$ cat config.mk
export PLATFORM = sky130hd
export DESIGN_NAME = tile_map_controller
export DESIGN_NICKNAME = d
export VERILOG_FILES = /design/src/rtl/tile_map_controller.sv
export SDC_FILE = /design/constraint.sdc
export NUM_CORES = 1
export LEC_CHECK = 0
export ABC_CLOCK_PERIOD_IN_PS = 16200
export BUFFER_PORTS_ARGS = -buffer_cell sky130_fd_sc_hd__buf_2
export CAP_MARGIN = 10
export CORE_ASPECT_RATIO = 1.75
export CORE_UTILIZATION = 49
export DETAILED_ROUTE_END_ITERATION = 16
export HOLD_SLACK_MARGIN = 0.05
export MAX_ROUTING_LAYER = met4
export PLACE_DENSITY = 0.73
export SETUP_SLACK_MARGIN = 0.2
export SLEW_MARGIN = 5
export SYNTH_ARGS = -nofsm -noshare
export SYNTH_HDL_FRONTEND = slang
export SYNTH_SLANG_ARGS = --single-unit
$ cat constraint.sdc
create_clock -name clk -period 16.2 [get_ports clk]
set_input_delay 4.86 -clock clk [delete_from_list [all_inputs] [get_ports clk]]
set_output_delay 4.86 -clock clk [all_outputs]
set_load 0.005 [all_outputs]
$ cat src/rtl/tile_map_controller.sv
// 15x20 wall-tile map: reloaded row-by-row from an external level ROM, with
// rocket tile-clear requests queued in a small FIFO and applied between frames.
module tile_map_controller (
  input  logic        clk,
  input  logic        resetN,
  input  logic [1:0]  level_sel,
  input  logic        load_req,
  output logic [1:0]  rom_level,
  output logic [3:0]  rom_row,
  input  logic [19:0] rom_data,
  input  logic        req1_valid,
  input  logic [3:0]  req1_row,
  input  logic [4:0]  req1_col,
  output logic        req1_ready,
  input  logic        req2_valid,
  input  logic [3:0]  req2_row,
  input  logic [4:0]  req2_col,
  output logic        req2_ready,
  input  logic        start_of_frame,
  input  logic [10:0] pixelX,
  input  logic [10:0] pixelY,
  output logic        tile_on,
  output logic [8:0]  tiles_left,
  output logic        busy,
  output logic        level_clear
);

  localparam logic [1:0] ST_LOAD  = 2'd0;
  localparam logic [1:0] ST_RUN   = 2'd1;
  localparam logic [1:0] ST_DRAIN = 2'd2;

  localparam int unsigned ROWS  = 15;
  localparam int unsigned COLS  = 20;
  localparam int unsigned DEPTH = 4;

  logic [1:0]      state_q, state_d;
  logic [3:0]      row_q, row_d;
  logic [1:0]      level_q, level_d;
  logic [8:0]      tiles_q, tiles_d;
  logic            clear_q, clear_d;
  logic            prio2_q, prio2_d;
  logic [COLS-1:0] map_q [ROWS];
  logic [COLS-1:0] map_d [ROWS];
  logic [8:0]      fifo_q [DEPTH];
  logic [8:0]      fifo_d [DEPTH];
  logic [1:0]      wr_q, wr_d;
  logic [1:0]      rd_q, rd_d;
  logic [2:0]      cnt_q, cnt_d;

  logic       reload;
  logic       can_push;
  logic       grant1;
  logic       grant2;
  logic       accept;
  logic       push;
  logic       pop;
  logic       pop_hit;
  logic [3:0] acc_row;
  logic [4:0] acc_col;
  logic [3:0] pop_row;
  logic [4:0] pop_col;
  logic       in_view;

  function automatic logic [4:0] popcount20(input logic [19:0] v);
    logic [4:0] n;
    n = '0;
    for (int unsigned i = 0; i < 20; i++) n = n + 5'(v[i]);
    return n;
  endfunction

  // A reload request wins over everything else in the same cycle, so the
  // readies are held low then rather than accepting a request about to be flushed.
  always_comb begin
    reload     = load_req && (state_q != ST_LOAD);
    can_push   = (state_q != ST_LOAD) && !reload && (cnt_q != 3'd4);
    grant1     = req1_valid && (!req2_valid || !prio2_q);
    grant2     = req2_valid && (!req1_valid || prio2_q);
    req1_ready = can_push && grant1;
    req2_ready = can_push && grant2;
    accept     = req1_ready || req2_ready;
    acc_row    = grant1 ? req1_row : req2_row;
    acc_col    = grant1 ? req1_col : req2_col;
    push       = accept && (acc_row <= 4'd14) && (acc_col <= 5'd19);
    pop        = (state_q == ST_DRAIN) && (cnt_q != 3'd0) && !reload;
    pop_row    = fifo_q[rd_q][8:5];
    pop_col    = fifo_q[rd_q][4:0];
    pop_hit    = map_q[pop_row][pop_col];
  end

  always_comb begin
    state_d = state_q;
    row_d   = row_q;
    level_d = level_q;
    tiles_d = tiles_q;
    clear_d = 1'b0;
    prio2_d = prio2_q;
    map_d   = map_q;
    fifo_d  = fifo_q;
    wr_d    = wr_q;
    rd_d    = rd_q;
    cnt_d   = cnt_q;

    if (accept) prio2_d = grant1;

    if (push) begin
      fifo_d[wr_q] = {acc_row, acc_col};
      wr_d         = wr_q + 2'd1;
    end
    if (pop) rd_d = rd_q + 2'd1;
    if (push && !pop)      cnt_d = cnt_q + 3'd1;
    else if (pop && !push) cnt_d = cnt_q - 3'd1;

    case (state_q)
      ST_LOAD: begin
        map_d[row_q] = rom_data;
        tiles_d      = tiles_q + 9'(popcount20(rom_data));
        row_d        = row_q + 4'd1;
        if (row_q == 4'd14) begin
          row_d   = '0;
          state_d = ST_RUN;
        end
      end
      ST_RUN: begin
        if (start_of_frame && (cnt_q != 3'd0)) state_d = ST_DRAIN;
      end
      ST_DRAIN: begin
        if (pop) begin
          map_d[pop_row][pop_col] = 1'b0;
          if (pop_hit) begin
            tiles_d = tiles_q - 9'd1;
            clear_d = (tiles_q == 9'd1);
          end
        end
        if (cnt_d == 3'd0) state_d = ST_RUN;
      end
      default: state_d = ST_LOAD;
    endcase

    if (reload) begin
      state_d = ST_LOAD;
      level_d = level_sel;
      row_d   = '0;
      tiles_d = '0;
      clear_d = 1'b0;
      wr_d    = '0;
      rd_d    = '0;
      cnt_d   = '0;
    end
  end

  always_ff @(posedge clk or negedge resetN) begin
    if (!resetN) begin
      state_q <= ST_LOAD;
      row_q   <= '0;
      level_q <= '0;
      tiles_q <= '0;
      clear_q <= 1'b0;
      prio2_q <= 1'b0;
      wr_q    <= '0;
      rd_q    <= '0;
      cnt_q   <= '0;
      for (int unsigned r = 0; r < ROWS; r++) map_q[r] <= '0;
      for (int unsigned e = 0; e < DEPTH; e++) fifo_q[e] <= '0;
    end else begin
      state_q <= state_d;
      row_q   <= row_d;
      level_q <= level_d;
      tiles_q <= tiles_d;
      clear_q <= clear_d;
      prio2_q <= prio2_d;
      wr_q    <= wr_d;
      rd_q    <= rd_d;
      cnt_q   <= cnt_d;
      map_q   <= map_d;
      fifo_q  <= fifo_d;
    end
  end

  always_comb begin
    in_view = (pixelX < 11'd640) && (pixelY < 11'd480);
    tile_on = (state_q != ST_LOAD) && in_view && map_q[pixelY[8:5]][pixelX[9:5]];
  end

  assign rom_level   = level_q;
  assign rom_row     = row_q;
  assign tiles_left  = tiles_q;
  assign busy        = (state_q == ST_LOAD);
  assign level_clear = clear_q;

endmodule

Word level (Yosys, flattened, before mapping)
Index checks and enable logic that the tools add are counted.
{"block": "totals", "reg_bits": 362, "wordCells": 179}
{"block": "op_classes", "add_sub_neg": 26, "magnitude_cmp": 15, "n_eq_ne": 11, "mux": 50, "bitwise": 7, "reduce_logical": 42}
{"operator": "$pmux 300 s2", "n": 1}
{"operator": "$and 300x300->300", "n": 1}
{"operator": "$bwmux 300", "n": 1}
{"operator": "$mux 300", "n": 1}
{"operator": "$not 300->300", "n": 1}
{"operator": "$bmux 20 s4", "n": 2}
{"operator": "$demux 20 s4", "n": 2}
{"operator": "$mux 20", "n": 6}
{"operator": "$add 5x1->5", "n": 15}
{"operator": "$mux 9", "n": 6}
{"operator": "$bwmux 36", "n": 1}
{"operator": "$logic_and 1x1->1", "n": 21}
{"operator": "$bmux 9 s2", "n": 1}
{"operator": "$demux 9 s2", "n": 1}
{"operator": "$pmux 9 s2", "n": 1}
{"operator": "$mux 2", "n": 8}
{"operator": "$mux 4", "n": 4}
{"operator": "$ge 5x5->1 const B", "n": 3}
{"operator": "$not 4->5", "n": 3}
{"operator": "$lt 5x6->1 const B", "n": 2}
{"operator": "$ne 3x3->1 const B", "n": 4}
{"operator": "$lt 11x10->1 const B", "n": 1}
{"operator": "$lt 11x9->1 const B", "n": 1}
{"operator": "$bmux 1 s5", "n": 2}
{"operator": "37 further kinds", "n": 62}

Logic depth before layout (Yosys ltp)
{"block": "logic_depth", "depth_word": 22, "depth_mapped": 20}

Worst setup path before layout
OpenSTA, ideal clock, no wires.
{"block": "synth_path", "kind": "input port to output port", "from": "in pixelY[5]", "to": "out tile_on", "arrival_ps": 7791, "slack_ps": 3549, "stages": 8, "path_buffers": 2, "path_cell_list": "clkbuf_1 clkbuf_1 mux4_2 mux4_2 mux4_2 mux4_2 nand2b_1 a21oi_1"}
{"block": "synth_between", "elab_chain_len": 7, "word_cells_on_any_way": 10}
{"element": "start, declared", "line_no": "21", "rtl": "input logic [10:0] pixelY,"}
{"element": "$not 4->5 (implied by the code)", "line_no": "181", "rtl": "tile_on = (state_q != ST_LOAD) && in_view && map_q[pixelY[8:5]][pixelX[9:5]];"}
{"element": "$bmux 20 s4", "line_no": "181"}
{"element": "$mux 20 (implied by the code) (2 in a row)", "line_no": "181"}
{"element": "$bmux 1 s5", "line_no": "181"}
{"element": "$mux 1 (implied by the code)", "line_no": "181"}
{"element": "$logic_and 1x1->1 (*)", "line_no": "181"}
{"element": "end, declared", "line_no": "22", "rtl": "output logic tile_on,"}
Every way passes the cells marked *; elsewhere a longest branch is shown, timed or not. The select of a mux whose other input is x is not followed.

Final worst setup path
{"block": "layout_path", "from": "in pixelY[6]", "to": "out tile_on"}
Same word-level chain as after synthesis.

==> metrics.txt <==
status=finished clean; Slew HR=6.50%; Worst Path Arrival=8.45 ns; die area=between 40000 and 50000 um2; # rows=103; worst setup slack after placement=roughly 3 ns; Clock Tree Buf Depth=3; leakage power=10.5 nW; DR vias/cell=7.34; Yosys warnings=0; drt wl/cell=31.0 um; cell mode on critical path=mux4_2; crit path kind=primary input to output port; Final Max Tran Viols=0; TritonCTS clock tree=yes; number of synthesized flops with an enable pin=0; Clock Power Share=approximately 16%; initial antenna violation count=8; Die Height=287 um; DRT Pass-1 Iters=7; reg2reg end=tiles_left[0]; top cells by area, synth=dfrtp_1 40%, o21ai_0 14%, mux4_2 10%, a21oi_1 7.8%, mux2i_1 6.6%; Mapped Area=roughly 23000 um2; Final Hold Fails=0; register area share after synthesis=40.0%; worst hold margin=0.498 ns; Starting DRT DRC Count=3236; first-pass GRT wire length=138000 um; top-area cell type share of the netlist area=40.0%; Seq cells post-synth=362; IO Port Bufs=77; share of layout cells above drive strength 1=between 10% and 20%; layout overhead on the synthesized area=8.65%; Reg2Reg Depth=10; RSZ-0062 raised after global routing=false; DP Wirelength=approximately 55000 um; # DRC=0; Critical Path Fanout Max=43; Setup WS post-layout=slightly below 3 ns; Internal=~0.0029 W; largest net degree at the start of global routing=244; average cell area after synthesis=9.20 um2; share of flip-flops with an asynchronous set or reset=100%; clk sinks=362; leading area contributor after synthesis=dfrtp_1; RD Place Congestion=between 1 and 1.5; Post-Syn Instances=2465; clock transition at the registers of the reported paths=~0.06 ns; hold path start=prio2_q; Critical Path RT=11.34 ns; dpl cells=2909; Seq pwr share=27.1%; startpoint types=primary input; overall power=~0.0058 W; max incr delay on CP=0.71 ns; GRT overflow=0; PostCTS Resize Cnt=0; via count of the first global-routing pass=roughly 22000; Max VDD drop=0.153 mV; Reg-to-Reg Start=rd_q[0]; root buf cell=clkbuf_16; Final nets=2481; Post-synth top flop=dfrtp_1; Final ANT Viol Nets=0; Reg2Reg Setup Slack=10.42 ns; Starting Density=50.0%; Vias=22000; worst-margin pin slew=1.40 ns; crit end category=output port; Net Count, Synth=around 2600; fin crit share=about 82%; Max Freq=around 0.075 GHz; net switching power=0.00295 W; # IOs=88; Synth top cells by count=643 x o21ai_0, 362 x dfrtp_1, 352 x a21oi_1, 195 x clkbuf_1, 150 x mux2i_1; Setup Skew=0.00978 ns; Final setup viols=0; Routed WL=about 93000 um; final setup TNS=0 ns; Yosys cell types=70; Min-Delay Endpoint=prio2_q; power per cell area=237 nW/um2; Gate power share=57.4%; HP Class=flop to flop; final instance count without filler cells=2991; CTS Buf Count=37; most common cell in the netlist=o21ai_0; DIE WIDTH=165 um; crit-path cells=buf_4, buf_4, mux4_2, mux4_2, mux4_2, mux4_2, nand2b_1, a21oi_1, buf_2; postcts setup bufs=0; Max Cap Viol=0; CTS HTree Levels=2; GR Util All Layers=41.3%; Sw Share=50.4%; core box area=45400 um2; crit path time final=13.31 ns; hold depth=1; Slowest cell on crit path=buf_4; hold_buf cts=0; Clock Latency Late Sink=0.55 ns
[sequential cells by signal, summed over array words and instances (netlist names), 3 cells and up]
register and flops:
fifo_q 36, map_q 300, tiles_left 9, cnt_q 3, rom_row 4
[how the worst max path moves through the flow]
stage,startpoint,end,slack [ns]
global placement,pixelY[5],tile_on,2.99
finish,pixelY[6],tile_on,2.89
CTS,pixelY[6],tile_on,2.99
floorplan,pixelY[5],tile_on,3.55
detailed placement,pixelY[6],tile_on,2.99
global route,pixelY[5],tile_on,2.83
[worst max-delay path, delay by kind of cell]
kind            cells  cell delay [ns]
mux                 4             1.94
simple gates        1             0.08
compound gates      1             0.06
buf+inv             3             1.44
[power groups by stage]
stage	clock network (W)	registers (W)	logic, W
after floorplan	0	0.00147	0.00210
after global placement	0	0.00155	0.00302
after detailed placement	0	0.00158	0.00311
after CTS	0.000907	0.00157	0.00313
after global routing	0.000940	0.00162	0.00352
final	0.000911	0.00158	0.00335
[routing by layer]
layer / part of all wire (%) / up-vias / GRT usage, %
li1: - / 8904 / -
met1: 32 / 10600 / 46.6
met2: 44 / 1809 / 58.4
met3: 13 / 641 / 13.4
met4: 11 / 0 / 36.1
met5: 0 / - / -
[layout by cell type (no fill, tap or decap), drive strengths merged, types with 21 or more instances in the layout]
| cell type | n |
|---|---|
| o21ai | 646 |
| dfrtp | 362 |
| a21oi | 352 |
| mux2i | 150 |
| nand2 | 134 |
| buf | 132 |
| nor2 | 110 |
| mux4 | 105 |
| clkbuf | 54 |
| inv | 40 |
| mux2 | 24 |
| nor2b | 23 |
| nand3 | 22 |
| ha | 21 |
[per-stage QoR]
| step | instance area [um2] | utilization (%) |
|---|---|---|
| CTS | 24400 | 53.9 |
| global placement | 23200 | 51.2 |
| floorplan | 22700 | - |
| detailed placement | 23200 | 51.2 |
| finish | 24600 | 54.3 |
| global route | 24600 | 54.3 |
[cell type report]
class                      instances  area (um2)
antenna                           12        30.0
fill                            4094       20700
timing repair buffer             133         951
multi-input combinational       1802       12500
tap                              577         722
inverter                          41         154
clock inverter                    11         165
clock buffer                      53        1080
sequential                       362        9060
[cells by family (layout without fill, tap and decap cells)]
family | count (synthesis) | in the layout | synth area share [%]
xor+xnor | 7 | 7 | 0.270
other cells | 0 | 12 | 0
mux | 279 | 279 | 18.2
simple gates | 361 | 361 | 7.21
compound gates | 1119 | 1119 | 26.5
buf+inv | 301 | 238 | 5.36
fa+ha+maj | 36 | 36 | 2.48
flops | 362 | 362 | 40.0
No activity file was read; power rests on OpenSTA's default activity.
